==> src/rtl/pipeline_sched_pkg.sv <==
// Shared width helpers for the round-robin pipeline scheduler.
package pipeline_sched_pkg;

    // Requester index width; at least one bit even for a single requester.
    function automatic int id_w(input int n);
        return (n <= 2) ? 1 : $clog2(n);
    endfunction

    // Width of a counter that must hold 0..d inclusive.
    function automatic int cnt_w(input int d);
        return $clog2(d + 1);
    endfunction

endpackage

==> src/rtl/rr_arbiter.sv <==
// Combinational round-robin arbiter: first request at or after last+1, with wrap.
module rr_arbiter
    import pipeline_sched_pkg::*;
#(
    parameter  int NREQ = 4,
    localparam int ID_W = id_w(NREQ)
) (
    input  logic [NREQ-1:0] req,
    input  logic            en,
    input  logic [ID_W-1:0] last,
    output logic [NREQ-1:0] gnt,
    output logic [ID_W-1:0] idx
);

    // Walk the search order backwards so the nearest candidate after 'last' is
    // the final assignment and wins; no separate "found" flag is needed.
    always_comb begin
        gnt = '0;
        idx = '0;
        for (int k = NREQ; k >= 1; k--) begin
            int j;
            j = int'(last) + k;
            if (j >= NREQ) j = j - NREQ;
            if (en && req[j]) begin
                gnt = NREQ'(1) << j;
                idx = ID_W'(j);
            end
        end
    end

endmodule

==> src/rtl/pipeline_rr_scheduler.sv <==
// Round-robin issue into a shared DEPTH-stage pipeline with valid/ready output.
// The whole pipeline advances together; output backpressure freezes every stage.
module pipeline_rr_scheduler
    import pipeline_sched_pkg::*;
#(
    parameter  int SIZE  = 8,
    parameter  int NREQ  = 4,
    parameter  int DEPTH = 2,
    localparam int ID_W  = id_w(NREQ),
    localparam int CNT_W = cnt_w(DEPTH)
) (
    input  logic                 clk,
    input  logic                 rst,
    input  logic [NREQ-1:0]      req,
    input  logic [NREQ*SIZE-1:0] req_data,
    input  logic                 pause,
    output logic [NREQ-1:0]      gnt,
    output logic                 out_valid,
    input  logic                 out_ready,
    output logic [SIZE-1:0]      out_data,
    output logic [ID_W-1:0]      out_id,
    output logic                 busy,
    output logic [CNT_W-1:0]     inflight
);

    typedef struct packed {
        logic            valid;
        logic [ID_W-1:0] id;
        logic [SIZE-1:0] data;
    } stage_t;

    stage_t [DEPTH-1:0] stage_q, stage_d;
    logic   [ID_W-1:0]  last_q, last_d;

    logic            advance;
    logic            issue_en;
    logic [ID_W-1:0] gnt_idx;
    logic [SIZE-1:0] sel_data;

    assign out_valid = stage_q[DEPTH-1].valid;
    assign out_data  = stage_q[DEPTH-1].data;
    assign out_id    = stage_q[DEPTH-1].id;
    assign advance   = !out_valid || out_ready;
    // No grant while reset is held so nothing is accepted and then discarded.
    assign issue_en  = advance && !pause && !rst;

    rr_arbiter #(.NREQ(NREQ)) u_arb (
        .req  (req),
        .en   (issue_en),
        .last (last_q),
        .gnt  (gnt),
        .idx  (gnt_idx)
    );

    // Mux the granted requester's word; gnt is one-hot or zero.
    always_comb begin
        sel_data = '0;
        for (int i = 0; i < NREQ; i++) begin
            if (gnt[i]) sel_data = req_data[i*SIZE +: SIZE];
        end
    end

    // Next stage contents and pointer: shift on advance, stage 0 takes grant or bubble.
    always_comb begin
        stage_d = stage_q;
        last_d  = last_q;
        if (advance) begin
            for (int k = 1; k < DEPTH; k++) begin
                stage_d[k] = stage_q[k-1];
            end
            stage_d[0] = '0;
            if (|gnt) begin
                stage_d[0].valid = 1'b1;
                stage_d[0].id    = gnt_idx;
                stage_d[0].data  = sel_data;
                last_d           = gnt_idx;
            end
        end
    end

    // Stage array and pointer registers; pointer resets so requester 0 goes first.
    always_ff @(posedge clk) begin
        if (rst) begin
            stage_q <= '0;
            last_q  <= ID_W'(NREQ - 1);
        end else begin
            stage_q <= stage_d;
            last_q  <= last_d;
        end
    end

    // Occupancy: popcount of stage valid bits.
    always_comb begin
        inflight = '0;
        for (int k = 0; k < DEPTH; k++) begin
            inflight = inflight + CNT_W'(stage_q[k].valid);
        end
        busy = (inflight != '0);
    end

endmodule

==> config.mk <==
export PLATFORM = sky130hd
export DESIGN_NAME = pipeline_rr_scheduler
export DESIGN_NICKNAME = d
export VERILOG_FILES = /design/src/rtl/pipeline_sched_pkg.sv /design/src/rtl/rr_arbiter.sv /design/src/rtl/pipeline_rr_scheduler.sv
export SDC_FILE = /design/constraint.sdc
export NUM_CORES = 1
export LEC_CHECK = 0
export BUFFER_PORTS_ARGS = -buffer_cell sky130_fd_sc_hd__clkbuf_2
export CAP_MARGIN = 10
export CORE_MARGIN = 2
export CORE_UTILIZATION = 40
export CTS_CLUSTER_DIAMETER = 50
export DETAILED_ROUTE_END_ITERATION = 6
export PLACE_DENSITY_LB_ADDON = 0.1
export SKIP_CTS_REPAIR_TIMING = 1
export SLEW_MARGIN = 10
export SYNTH_ARGS = -nofsm -noshare
export SYNTH_HDL_FRONTEND = slang
export SYNTH_SLANG_ARGS = --single-unit
==> constraint.sdc <==
create_clock -name clk -period 6.7 [get_ports clk]
set_clock_uncertainty 0.05 [all_clocks]
set_input_delay 1.34 -clock clk [delete_from_list [all_inputs] [get_ports clk]]
set_output_delay 1.34 -clock clk [all_outputs]
set_load 0.1 [all_outputs]
==> results.yml, run 1 <==
timing:
  post-route-min-period_ns: 5.75
  rsz0062_at_grt: "false"
  fmax_mhz: 174
  fin_setup_tns_ns: 0
  timing_hold_violations_final: 0
  slew_viol_final: 0
  max_slew_margin_pct: 31.8
  post-route-period-util_pct: 85.8
  tightest_slew_ns: 1.02
  fin_ws_ns: 0.953
  setup_viol: 0
routing:
  drtIter0Drc: 88
  route.detailed.drc: 0
  dr.pass1.iters: 4
  routed_wl_um: 4810
  vias: 1856
  vias_per_cell: 5.61
  ant_nets: 0
  wl_per_cell_um: 14.5
setup_path:
  critPathArrivalTime_ns: 4.36
  rrSetupSlack_ns: 2.44
  crit_type: "flop to primary output"
  critPathRequiredTime_ns: 5.31
  cp-start-kind: "flop"
  end_kind: "primary output"
  critPathMaxFanout: 26
floorplanning:
  io_pins: 58
  rows: 25
  start_util_pct: 41.2
  die_w_um: 73.3
  die_area_sq_um: 5370
  die_h_um: 73.3
  core_sq_um: 4660
synthesis:
  synth.distinct_cells: 40
  async_flop_share_pct: 0
  ys_ff_latch: 24
  netlist_area_sq_um: 1920
  syn-num-nets: 292
  yosysSeqAreaShare_pct: 25.0
  syn_avg_cell_area_sq_um: 7.93
  syn_inst: 242
  yosysWarnings: 0
  synth_top_flop_cell: "dfxtp_1"
  synth_edf_count: 0
grt:
  grt_max_degree: 27
  grt_pass1_wl_um: 7440
  grt-ovfl-total: 0
  antenna_found_initial: 0
  grt_pass1_vias: 1573
  grt.total_usage_pct: 17.4
run:
  drv_cap: 0
clock_tree:
  root_buffer: "clkbuf_8"
  h-tree-depth: 1
  clockBufferDepth: 2
  cts-buffers-inserted: 3
  clk_pin_slew_ns: 0.08
  cts_tree: "yes"
  clock-sinks: 24
  clk_latency_ns: 0.27
cells_and_area:
  final_cell_count_no_fill: 331
  final_common_cell: "clkbuf_2"
  design_area_sq_um: 2150
  drive_gt1_share_pct: 26.0
  syn_to_final_growth_pct: 12.3
  final_cell_mix: "clkbuf_2 (57), nand2_1 (48), dfxtp_1 (24), inv_1 (16), a21oi_1 (14)"
  fin_nets: 329
  antennaDiodeCount: 0
outcome:
  status: "finished clean"
placement:
  placed_cells: 328
  dpl.hpwl_um: 3640
  portBuffers: 57
  finalWeightedCongestion: 0.896
  pre_cts_slack_ns: 1.27
  place_area_sq_um: 2110
pwr:
  power_density_nw_per_um2: 419
  leakage_nw: 0.893
  vdd_drop_max_uv: 192
hold_path:
  hold_path.class: "flop to flop"
per-stage QoR:
stage	hold WS [ns]	utilization, %	power [mW]
final	0.402	46.2	0.903
after detailed placement	0.395	45.3	0.818
after global placement	0.388	45.3	0.821
after CTS	0.405	46.2	0.901
after floorplan	0.373	-	0.746
after global routing	0.417	46.2	0.961
layout make-up:
| cell class | instances | area, sq um |
|---|---|---|
| repair buffers | 58 | 293 |
| multi-input cells | 176 | 1210 |
| inverters | 16 | 60.1 |
| fillers | 483 | 2510 |
| flip-flops and latches | 24 | 480 |
| clock buffers | 3 | 41.3 |
| well taps | 54 | 67.6 |
final timing paths:
path,cells past startpoint,start,end
setup / recovery,7,last_q[0],gnt[3]
hold / removal,2,out_id[1],out_id[1]
setup reg to reg,8,last_q[0],last_q[0]
hold reg to reg,2,out_id[1],out_id[1]
worst max-delay path, stage by stage, from the launching register on:
cell and delay [ns]:
dfxtp_1 0.90, inv_1 0.33, ha_1 0.50, mux4_2 0.62, inv_1 0.20, o21a_1 0.30
o21a_1 0.66, clkbuf_2 0.58
report_power, final:
group          switching [mW]  total, mW  internal [mW]
logic                   0.411      0.589          0.177
registers              0.0479      0.230          0.182
clock network          0.0445     0.0846         0.0401
total                   0.504      0.903          0.399
cells in the mapped netlist, types with 2 or more instances:
cell type | instances | share of area, %
a221o_1 | 4 | 2.1
nor2_1 | 6 | 1.2
a21oi_1 | 14 | 3.7
clkbuf_1 | 6 | 1.2
o21a_1 | 3 | 1.2
buf_6 | 3 | 1.8
nand2_1 | 48 | 9.4
mux4_2 | 4 | 4.7
mux2i_1 | 3 | 1.6
nand2b_1 | 4 | 1.3
ha_1 | 10 | 6.5
o211ai_1 | 10 | 3.9
a221oi_1 | 9 | 4.1
nor3_1 | 2 | 0.52
a32oi_1 | 8 | 3.7
o31ai_1 | 9 | 3.5
o22ai_1 | 4 | 1.3
nand3b_1 | 2 | 0.78
o21ai_0 | 5 | 1.3
and2_1 | 4 | 1.3
buf_4 | 10 | 3.9
inv_1 | 16 | 3.1
nor2b_1 | 4 | 1.3
nand3_1 | 8 | 2.1
mux2_2 | 2 | 1.2
dfxtp_1 | 24 | 25
buf_2 | 7 | 1.8
metal layers:
layer	track usage [%]	wire [um]
met5	0	0
met4	5.14	33
met3	2.74	248
met2	24.4	2110
met1	27.0	2410
flip-flops by register name, summed over array words and instances, names as in the netlist:
signal	flops
out_id	2
out_data	8
out_valid	1
last_q	2
stage_q	11
cell families (layout without fill, tap and decap cells):
logic type	Yosys count	in the layout	synth area share, %
mux	9	9	7.43
fa+ha+maj	10	10	6.52
compound gates	76	76	30.0
simple gates	81	81	19.2
flops	24	24	25.0
buf+inv	42	77	11.8
Power figures use the tool's default switching activity.
==> run 2: changes to the inputs <==
--- a/config.mk
+++ b/config.mk
@@ -8,7 +8,7 @@
 export BUFFER_PORTS_ARGS = -buffer_cell sky130_fd_sc_hd__clkbuf_2
 export CAP_MARGIN = 10
 export CORE_MARGIN = 2
-export CORE_UTILIZATION = 40
+export CORE_UTILIZATION = 44
 export CTS_CLUSTER_DIAMETER = 50
 export DETAILED_ROUTE_END_ITERATION = 6
 export PLACE_DENSITY_LB_ADDON = 0.1
==> constraint.sdc (replaced) <==
create_clock -name clk -period 6.7 [get_ports clk]
set_clock_uncertainty 0.05 [all_clocks]
set_input_delay 0.335 -clock clk [delete_from_list [all_inputs] [get_ports clk]]
set_output_delay 0.335 -clock clk [all_outputs]
set_load 0.1 [all_outputs]
==> run 2 against run 1 <==
Effect of this change: clock-buffer cell count unchanged; first-iteration DRC count increased by 40%; combinational power hardly changed; global-route usage grew 2.5 points; final cell count down 0.30%; power increased by 4.5%; final area grew 1.3%; sequential share of layout area down 0.28 points; critical path depth stayed put; flip-flop and latch count stayed put; worst setup slack better by 1.0 ns; critical path type unchanged; critical endpoint unchanged; largest power group unchanged; highest routed layer unchanged.
==> results.yml, run 2 (synthesis results as in run 1) <==
outcome:
  status: "finished clean"
grt:
  grt.total_usage_pct: 19.9
  grt_pass1_wl_um: 8110
  grt_pass1_vias: 1698
  grt_max_degree: 27
  grt-ovfl-total: 0
  antenna_found_initial: 0
routing:
  drtIter0Drc: 123
  route.detailed.drc: 0
  vias: 1873
  wl_per_cell_um: 14.5
  dr.pass1.iters: 6
  ant_nets: 0
  routed_wl_um: 4790
  vias_per_cell: 5.68
timing:
  fmax_mhz: 211
  fin_setup_tns_ns: 0
  post-route-min-period_ns: 4.73
  post-route-period-util_pct: 70.6
  tightest_slew_ns: 1.11
  setup_viol: 0
  timing_hold_violations_final: 0
  max_slew_margin_pct: 25.7
  rsz0062_at_grt: "false"
  slew_viol_final: 0
setup_path:
  reg2reg_depth: 8
  critPathRequiredTime_ns: 6.31
  startpoint: "last_q[0]"
  critPathMaxFanout: 26
  critPathArrivalTime_ns: 4.35
  crit_type: "flop to primary output"
  rrSetupSlack_ns: 2.46
  rr_endpoint: "last_q[0]"
  cp-start-kind: "flop"
  end_kind: "primary output"
  worstReg2RegStart: "last_q[0]"
pwr:
  power_density_nw_per_um2: 432
  vdd_drop_max_uv: 149
  total_power_mw: 0.943
  leakage_nw: 0.907
hold_path:
  whs_endpoint: "stage_q[6]"
  hold_path.class: "primary input to flop"
  holdCritStartpoint: "req_data[14]"
  hold_depth: 3
floorplanning:
  core_sq_um: 4260
  start_util_pct: 45.0
  die_h_um: 70.0
  rows: 24
  die_w_um: 70.0
  die_area_sq_um: 4910
  io_pins: 58
cells_and_area:
  largest_reg_flops: 11
  multi_input_area_sq_um: 1210
  max_flop_register: "stage_q"
  final_common_cell: "clkbuf_2"
  antennaDiodeCount: 0
  register_area_sq_um: 480
  final_cell_mix: "clkbuf_2 (57), nand2_1 (48), dfxtp_1 (24), inv_1 (16), a21oi_1 (14)"
  drive_gt1_share_pct: 26.3
  syn_to_final_growth_pct: 13.7
  nFillCells: 433
  fin_nets: 329
clock_tree:
  root_buffer: "clkbuf_8"
  cts-buffers-inserted: 3
  cts_tree: "yes"
  clk_pin_slew_ns: 0.09
  clk_latency_ns: 0.26
  clockBufferDepth: 2
  clock-sinks: 24
  h-tree-depth: 1
placement:
  dpl.hpwl_um: 3590
  portBuffers: 57
  finalWeightedCongestion: 0.927
run:
  drv_cap: 0
[run 2: changes by cell type in the layout (fill, tap and decap cells not counted)]
cell       delta
bufinv_16     +1
[run 2: worst max-delay path by stage]
stage | cells after the start | end
6_report | 7 | gnt[3]
5_1_grt | 7 | gnt[3]
4_1_cts | 7 | gnt[3]
3_5_place_dp | 7 | gnt[3]
3_3_place_gp | 7 | gnt[3]
2_1_floorplan | 10 | stage_q[0]
[run 2: through the flow]
| step | hold slack (ns) | area, sq um | setup slack, ns | instances | util [%] |
|---|---|---|---|---|---|
| after global routing | 0.263 | 2180 | 1.57 | 330 | 51.2 |
| after detailed placement | 0.384 | 2110 | 2.26 | 326 | 49.5 |
| after CTS | 0.256 | 2180 | 1.95 | 330 | 51.2 |
| after global placement | 0.384 | 2110 | 2.33 | 326 | 49.5 |
| final | 0.257 | 2180 | 1.97 | 330 | 51.2 |
| after floorplan | 0.354 | 1920 | 2.46 | 242 | - |
[run 2: layer usage]
layer | vias to the layer above | GRT usage (%) | wire (um)
li1 | 951 | - | -
met1 | 839 | 30.5 | 2310
met2 | 79 | 30.6 | 2150
met3 | 4 | 1.88 | 281
met4 | 0 | 3.85 | 40
met5 | - | 0 | 0
[run 2: final cells by class]
type | count | area share, %
Sequential cell | 24 | 22.0
Timing Repair Buffer | 58 | 13.4
Clock inverter | 1 | 1.38
Multi-Input combinational cell | 176 | 55.6
Inverter | 16 | 2.75
Clock buffer | 3 | 1.89
Tap cell | 52 | 2.98
[run 2: worst max-delay path, cell delays in order (launching register included)]
cell and delay (ns):
dfxtp_1 0.90, inv_1 0.34, ha_1 0.51, mux4_2 0.63
inv_1 0.20, o21a_1 0.29, o21a_1 0.63, clkbuf_2 0.57
[run 2: power breakdown]
| group | switching (mW) | leakage (nW) | internal [mW] | total (mW) |
|---|---|---|---|---|
| Sequential | 0.0483 | 0.196 | 0.182 | 0.230 |
| Combinational | 0.410 | 0.676 | 0.177 | 0.587 |
| Clock | 0.0457 | 0.0357 | 0.0797 | 0.125 |
| Total | 0.504 | 0.907 | 0.439 | 0.943 |
==> run 3: changes to the inputs <==
==> constraint.sdc (replaced) <==
create_clock -name clk -period 4.8 [get_ports clk]
set_clock_uncertainty 0.05 [all_clocks]
set_input_delay 0.24 -clock clk [delete_from_list [all_inputs] [get_ports clk]]
set_output_delay 0.24 -clock clk [all_outputs]
set_load 0.1 [all_outputs]
==> run 3 against run 2 <==
Effect of this change: final area is 1.0% lower; wire length hardly changed; worst setup slack worse by 1.3 ns; critical path depth stayed put; register-to-register slack worse by 1.4 ns; hold slack worse by 0.086 ns; combinational power is 44% higher; die area stayed put; non-clock buffer count is 1 higher; first-iteration DRC count is 15% lower; critical path type unchanged; largest cell class unchanged.
==> results.yml, run 3 (synthesis results as in run 1) <==
outcome:
  status: "finished clean"
timing:
  fin_ws_ns: 0.646
  post-route-period-util_pct: 86.5
  fin_setup_tns_ns: 0
  timing_hold_violations_final: 0
  max_slew_margin_pct: 26.4
  slew_viol_final: 0
  fmax_mhz: 241
  post-route-min-period_ns: 4.15
  rsz0062_at_grt: "false"
  setup_viol: 0
  tightest_slew_ns: 1.10
  fin_hold_ws_ns: 0.171
cells_and_area:
  final_core_util_pct: 50.6
  multi_input_area_sq_um: 1210
  final_cell_mix: "clkbuf_2 (57), nand2_1 (48), dfxtp_1 (24), inv_1 (16), a21oi_1 (14)"
  max_flop_register: "stage_q"
  drive_gt1_share_pct: 26.3
  antennaDiodeCount: 0
  largest_reg_flops: 11
  register_area_sq_um: 480
  fin_nets: 330
  syn_to_final_growth_pct: 12.5
  nFillCells: 455
  final_common_cell: "clkbuf_2"
  design_area_sq_um: 2160
routing:
  dr.pass1.iters: 5
  vias: 1874
  vias_per_cell: 5.68
  route.detailed.drc: 0
  drtIter0Drc: 105
  wl_per_cell_um: 14.5
  ant_nets: 0
  routed_wl_um: 4780
pwr:
  clkPwrFrac_pct: 9.0
  power_density_nw_per_um2: 583
  p_int_mw: 0.561
  seq_power_share_pct: 24.0
  leakage_nw: 0.897
  vdd_drop_max_uv: 280
  p_sw_share_pct: 55.5
  p_sw_mw: 0.699
  combPwrFrac_pct: 67.0
clock_tree:
  clockBufferDepth: 2
  root_buffer: "clkbuf_8"
  cts-buffers-inserted: 3
  clk_pin_slew_ns: 0.08
  clock-sinks: 24
  cts_tree: "yes"
  clk_latency_ns: 0.26
  h-tree-depth: 1
floorplanning:
  rows: 24
  die_area_sq_um: 4910
  core_sq_um: 4260
  io_pins: 58
  die_h_um: 70.0
  die_w_um: 70.0
  start_util_pct: 45.0
setup_path:
  cp-start-kind: "flop"
  critPathArrivalTime_ns: 3.86
  critPathMaxFanout: 21
  reg2reg_depth: 8
  end_kind: "primary output"
  critPathRequiredTime_ns: 4.51
  rr_endpoint: "last_q[0]"
  crit_type: "flop to primary output"
  worstReg2RegStart: "last_q[1]"
  rrSetupSlack_ns: 1.04
placement:
  pre_cts_slack_ns: 0.941
  place_area_sq_um: 2120
  finalWeightedCongestion: 0.872
  portBuffers: 57
  dpl.hpwl_um: 3630
grt:
  antenna_found_initial: 0
  grt_pass1_vias: 1635
  grt_pass1_wl_um: 8110
  grt.total_usage_pct: 20.1
  grt_max_degree: 26
  grt-ovfl-total: 0
run:
  drv_cap: 0
hold_path:
  holdCritStartpoint: "req_data[12]"
  whs_endpoint: "stage_q[4]"
  hold_path.class: "primary input to flop"
  hold_depth: 3
==> run 3: changes by cell type in the layout (fill, tap and decap cells not counted), sizes merged <==
cell / delta
buf: +1
bufinv: -1
==> run 3: power by group through the flow <==
stage          Sequential (mW)  Clock, mW  Combinational, mW
2_1_floorplan            0.307          0              0.734
3_3_place_gp             0.305          0              0.841
3_5_place_dp             0.305          0              0.842
4_1_cts                  0.301      0.119              0.844
5_1_grt                  0.310      0.125              0.912
6_report                 0.302      0.114              0.844
==> run 3: how the worst max path moves through the flow <==
stage,start,endpoint,slack (ns),cells past startpoint
after global placement,last_q[1],gnt[3],1.00,7
after detailed placement,last_q[1],gnt[3],0.94,7
final,last_q[1],gnt[3],0.65,7
after CTS,last_q[1],gnt[3],0.65,7
after global routing,last_q[1],gnt[3],0.41,7
after floorplan,last_q[0],stage_q[0],0.56,10
==> run 3: layout make-up <==
class	instances	area share (%)
multi-input combinational	176	56.1
sequential	24	22.2
timing repair buffer	59	13.9
tap	52	3.01
inverter	16	2.78
clock buffer	3	1.91
==> run 3: per-stage QoR <==
step	instances	power, mW
5_1_grt	330	1.35
3_5_place_dp	327	1.15
4_1_cts	330	1.26
2_1_floorplan	242	1.04
6_report	330	1.26
3_3_place_gp	327	1.15
==> run 3: critical path, stage by stage (launching register included) <==
cell and delay (ns):
dfxtp_1 0.59, inv_1 0.20, ha_1 0.45, mux4_2 0.64, inv_1 0.19, o21a_1 0.30
o21a_1 0.65, clkbuf_2 0.58
==> run 3: per-layer routing <==
layer | vias to the layer above | wire, um | GRT usage, % | share of wire (%)
met4 | 0 | 53 | 5.98 | 1.1
li1 | 952 | - | - | -
met2 | 49 | 2150 | 28.7 | 45
met5 | - | 0 | 0 | 0
met1 | 869 | 2350 | 31.6 | 49
met3 | 4 | 224 | 1.88 | 4.7
